[src/rtl/renode_axi_burst_addr_gen.sv]
// AXI burst address generator: turns one burst command into per-beat addresses, indices and responses.
// Optional build macro RENODE_AXI_4K_BOUNDARY_CHECK_EN flags incrementing bursts that cross a 4 KiB page.
module renode_axi_burst_addr_gen #(
  parameter int AddressWidth = 32,
  parameter int DataWidth    = 32
) (
  input  logic                    aclk,
  input  logic                    aresetn,
  input  logic                    cmd_valid,
  output logic                    cmd_ready,
  input  logic [AddressWidth-1:0] cmd_addr,
  input  logic [7:0]              cmd_len,
  input  logic [2:0]              cmd_size,
  input  logic [1:0]              cmd_burst,
  output logic                    beat_valid,
  input  logic                    beat_ready,
  output logic [AddressWidth-1:0] beat_addr,
  output logic [7:0]              beat_index,
  output logic                    beat_last,
  output logic [1:0]              beat_resp
);

  typedef enum logic {
    IDLE,
    BURST
  } state_t;

  typedef enum logic [1:0] {
    BURST_FIXED    = 2'b00,
    BURST_INCR     = 2'b01,
    BURST_WRAP     = 2'b10,
    BURST_RESERVED = 2'b11
  } burst_type_e;

  localparam logic [2:0] MaxSize    = 3'($clog2(DataWidth / 8));
  localparam logic [1:0] RespOkay   = 2'b00;
  localparam logic [1:0] RespSlverr = 2'b10;

  state_t state, next_state;

  logic                    cmd_fire;
  logic                    beat_fire;
  logic [AddressWidth-1:0] step_cmd;
  logic [AddressWidth-1:0] beats_cmd;
  logic [AddressWidth-1:0] total_cmd;
  logic [AddressWidth-1:0] wrap_lower_cmd;
  logic                    wrap_len_ok;
  logic                    cmd_err;

  logic [AddressWidth-1:0] step_q;
  logic [AddressWidth-1:0] wrap_lower_q;
  logic [AddressWidth-1:0] wrap_end_q;
  logic [7:0]              len_q;
  burst_type_e             burst_q;
  logic                    err_q;
  logic [AddressWidth-1:0] next_addr;
  logic [AddressWidth-1:0] wrap_sum;

  assign cmd_fire  = cmd_valid && cmd_ready;
  assign beat_fire = beat_valid && beat_ready;

  assign step_cmd       = AddressWidth'(1) << cmd_size;
  assign beats_cmd      = AddressWidth'(cmd_len) + AddressWidth'(1);
  assign total_cmd      = beats_cmd << cmd_size;
  assign wrap_lower_cmd = cmd_addr & ~(total_cmd - AddressWidth'(1));
  assign wrap_len_ok    = cmd_len inside {8'd1, 8'd3, 8'd7, 8'd15};

`ifdef RENODE_AXI_4K_BOUNDARY_CHECK_EN
  logic [AddressWidth-1:0] aligned_cmd;
  logic [AddressWidth-1:0] last_byte_cmd;
  logic                    cross_4k;

  // Page check spans from the size-aligned start to the last byte of the final beat.
  assign aligned_cmd   = cmd_addr & ~(step_cmd - AddressWidth'(1));
  assign last_byte_cmd = aligned_cmd + total_cmd - AddressWidth'(1);
  assign cross_4k      = (cmd_burst == BURST_INCR) &&
                         (aligned_cmd[AddressWidth-1:12] != last_byte_cmd[AddressWidth-1:12]);
`else
  logic cross_4k;
  assign cross_4k = 1'b0;
`endif

  assign cmd_err = (cmd_burst == BURST_RESERVED) ||
                   (cmd_size > MaxSize) ||
                   ((cmd_burst == BURST_WRAP) && !wrap_len_ok) ||
                   cross_4k;

  always_ff @(posedge aclk or negedge aresetn) begin
    if (!aresetn) begin
      state <= IDLE;
    end else begin
      state <= next_state;
    end
  end

  always_comb begin
    next_state = state;
    cmd_ready  = 1'b0;
    beat_valid = 1'b0;
    unique case (state)
      IDLE: begin
        cmd_ready = 1'b1;
        if (cmd_valid) next_state = BURST;
      end
      BURST: begin
        beat_valid = 1'b1;
        if (beat_ready && beat_last) next_state = IDLE;
      end
      default: next_state = IDLE;
    endcase
  end

  // Errored bursts hold the start address for every beat.
  assign wrap_sum = beat_addr + step_q;

  always_comb begin
    next_addr = beat_addr;
    if (!err_q) begin
      unique case (burst_q)
        BURST_INCR: next_addr = (beat_addr & ~(step_q - AddressWidth'(1))) + step_q;
        BURST_WRAP: next_addr = (wrap_sum == wrap_end_q) ? wrap_lower_q : wrap_sum;
        default:    next_addr = beat_addr;
      endcase
    end
  end

  always_ff @(posedge aclk or negedge aresetn) begin
    if (!aresetn) begin
      beat_addr    <= '0;
      beat_index   <= '0;
      beat_last    <= 1'b0;
      beat_resp    <= RespOkay;
      step_q       <= '0;
      wrap_lower_q <= '0;
      wrap_end_q   <= '0;
      len_q        <= '0;
      burst_q      <= BURST_FIXED;
      err_q        <= 1'b0;
    end else if (cmd_fire) begin
      beat_addr    <= cmd_addr;
      beat_index   <= 8'd0;
      beat_last    <= (cmd_len == 8'd0);
      beat_resp    <= cmd_err ? RespSlverr : RespOkay;
      step_q       <= step_cmd;
      wrap_lower_q <= wrap_lower_cmd;
      wrap_end_q   <= wrap_lower_cmd + total_cmd;
      len_q        <= cmd_len;
      burst_q      <= burst_type_e'(cmd_burst);
      err_q        <= cmd_err;
    end else if (beat_fire && !beat_last) begin
      beat_addr  <= next_addr;
      beat_index <= beat_index + 8'd1;
      beat_last  <= ((beat_index + 8'd1) == len_q);
    end
  end

endmodule

[config.mk]
export PLATFORM = sky130hd
export DESIGN_NAME = renode_axi_burst_addr_gen
export DESIGN_NICKNAME = d
export VERILOG_FILES = /design/src/rtl/renode_axi_burst_addr_gen.sv
export SDC_FILE = /design/constraint.sdc
export NUM_CORES = 1
export LEC_CHECK = 0
export CAP_MARGIN = 20
export CORE_MARGIN = 1.5
export CORE_UTILIZATION = 25
export DETAILED_ROUTE_END_ITERATION = 6
export HOLD_SLACK_MARGIN = 0.1
export PLACE_DENSITY = 0.51
export SETUP_SLACK_MARGIN = 0.02
export SLEW_MARGIN = 20
export SYNTH_ARGS = -nofsm -noshare
export SYNTH_HDL_FRONTEND = slang
export SYNTH_SLANG_ARGS = --single-unit
[constraint.sdc]
create_clock -name aclk -period 6.4 [get_ports aclk]
set_input_delay 1.28 -clock aclk [delete_from_list [all_inputs] [get_ports aclk]]
set_output_delay 1.28 -clock aclk [all_outputs]
set_load 0.02 [all_outputs]
==> impl_metrics.toml <==
[run_status]
status = "complete, no violations"

[logic_synthesis]
synth_top_cell_area_share_pct = 27.3
ys_ff_latch = 125
syn_nets = 1548
synth_edf_count = 0
synth_top_cell_by_area = "dfrtp_1"
async_flop_share_pct = 100
syn_avg_cell_area_um2 = 7.79
synth_commonest_cells = "239 x nand2_1, 125 x dfrtp_1, 104 x o21ai_0, 86 x nor2_1, 77 x xnor2_1"
synth.area.top_cells = "dfrtp_1 27%, nand2_1 7.8%, xnor2_1 5.9%"
yosysMostFrequentCell = "nand2_1"
netlist_area_um2 = 11500
yosys_most_used_dff = "dfrtp_1"
ys_types = 107
synth_cells = 1472
ys_warn_count = 0
yosysSeqAreaShare_pct = 27.3

[sta]
rsz0062_at_grt = "no"
period_minus_slack_ps = 5970
setup_viol = 0
holdWs_ps = 480
drv_slew = 0
post-route-period-util_pct = 93.3
hold_viol = 0
fin_setup_tns_ps = 0
worst_slew_pin_slew_ps = 1080
slew-limit-headroom_pct = 27.9
skew_ps = 16.8
fmax_mhz = 167

[die]
rows = 78
die_w_um = 217
fp.dieH_um = 217
core-area_um2 = 45300
design.portCount = 94
die-area_um2 = 47200
start_util_pct = 25.3

[placement]
numPortBuffers = 92
gp_congestion = 0.933
dp.cells = 2131
dp_hpwl_mm = 33.9

[routing]
drtIter0Drc = 984
first_pass_iters = 6
wire_per_inst_um = 20.4
vias = 11500
avgViaCountPerCell = 5.34
ant_nets = 0
wl_mm = 44.1
drc = 0

[finish]
layout-drive-gt1-share_pct = 10.0
antennaDiodeCount = 0
fin_nets = 1626
area_delta_synth_final_pct = 20.6
stdcell_count = 2163
fill_cells = 4876

[worst_setup_path]
worst-endpoint-required_ps = 6730
start_kind = "input port"
crit_fanout = 9
worstPathArrival_ps = 6300
crit_path_end_kind = "flip-flop"
path_class = "in -> reg"

[cts]
cts_hold_buf = 0
htreeDepth = 4
cts_tree = "built"
clockRootBuffer = "clkbuf_16"
worstSkewPairLatency_ps = 450
cts_made_buffers = 17
clk_pin_slew_ps = 60
cts_setup_buffers = 0
cts.repair.resized = 0
max-clock-path-buffers = 2
clkSinkCount = 125

[power_and_ir_drop]
leakage_uw = 0.00565
max-vdd-ir-drop_mv = 0.229
p_per_area_nw_per_um2 = 448

[global_route]
grt_pass1_vias = 11300
grt_remaining_overflow = 0
grt_max_degree = 75
grt_usage_pct = 18.8
antenna_found_initial = 1
grt_pass1_wl_mm = 68.1

[flow_run]
drv_cap = 0

[min_path]
hp-class = "reg -> reg"
[layer usage]
layer	vias up	global-route usage (%)	routed length (um)
li1	5513	-	-
met3	75	4.18	2960
met5	-	0	13
met4	2	6.67	1190
met2	395	30.1	20000
met1	5555	24.8	19900
[cells in the final DEF (no fill, tap or decap), types with 17 or more instances in the layout]
cell type	instances
nand2_1	238
dfrtp_1	125
o21ai_0	104
clkdlybuf4s50_1	91
nor2_1	85
xnor2_1	77
nand3_1	73
a21oi_1	69
buf_4	60
nor3_1	48
xor2_1	46
inv_1	41
a31oi_1	27
nand4_1	26
ha_1	26
and3_1	24
and2_1	19
o22ai_1	17
clkbuf_16	17
[layout make-up]
class,instances,area (um2),share of cell area [%]
clock buffer,21,470,3.40
clock inverter,11,188,1.36
inverter,41,154,1.11
multi-input combinational,1212,7740,56.0
sequential,125,3130,22.6
tap,600,751,5.43
timing repair buffer,153,1390,10.1
[flip-flops by register name, summed over array words and instances, names as in the netlist]
name          cells
beat_addr        32
wrap_end_q       32
wrap_lower_q     32
beat_index        8
len_q             8
step_q            8
burst_q           2
beat_last         1
beat_resp         1
state             1
[kinds of logic (layout without fill, tap and decap cells)]
| kind of cell | Yosys count | count (layout) | synth area share (%) |
|---|---|---|---|
| other | 1 | 1 | 0.0327 |
| muxes | 30 | 30 | 2.77 |
| adders and majority gates | 27 | 27 | 3.01 |
| and+or+nand+nor | 634 | 634 | 27.8 |
| AOI/OAI and AO/OA | 389 | 389 | 22.7 |
| xor gates and xnor gates | 131 | 131 | 11.0 |
| DFF | 125 | 125 | 27.3 |
| buffers and inverters | 135 | 226 | 5.39 |
[critical path, cell delays in order]
cell and delay, ps:
clkdlybuf4s50_1 430, buf_4 170, ha_1 220, and3_1 210
xnor2_1 150, a221oi_2 330, o21ai_2 110, xor2_1 170
and2_1 190, ha_1 290, nor2b_1 170, a41oi_2 280
a21oi_1 100, a311oi_1 400, o211a_1 260, o211ai_1 160
a2111oi_2 510, or4_4 230, nand2_4 100, and4_1 220
a221o_1 310
[path summary, 6_finish.rpt]
check                           cells past startpoint                            to                          from  slack (ps)
worst min register to register                      2  wrap_lower_q[21]$_DFFE_PN0P_  wrap_lower_q[21]$_DFFE_PN0P_         480
max in group asynchronous                           2         beat_last$_DFFE_PN0P_                       aresetn        4270
worst max register to register                     17     beat_addr[21]$_DFFE_PN0P_         step_q[0]$_DFFE_PN0P_        1340
min in group asynchronous                           1  wrap_lower_q[28]$_DFFE_PN0P_                       aresetn         870
worst min-delay path                                2  wrap_lower_q[21]$_DFFE_PN0P_  wrap_lower_q[21]$_DFFE_PN0P_         480
worst max-delay path                               21    wrap_end_q[28]$_DFFE_PN0P_                    cmd_len[0]         430
[through the flow]
stage	instance area (um2)	util [%]	total power (uW)	worst slack (ps)
global route	13800	30.5	6610	76.7
CTS	13800	30.5	6170	398
detailed placement	13200	29.1	5030	-79.1
floorplan	11500	-	3810	649
finish	13800	30.5	6190	426
global placement	13200	29.1	5010	-13.2
[report_power, final]
group,internal (uW),switching (uW)
clock network,719,384
logic,1390,1990
registers,1130,579
total,3240,2950
Note: power is estimated with default switching activity, not from simulation.
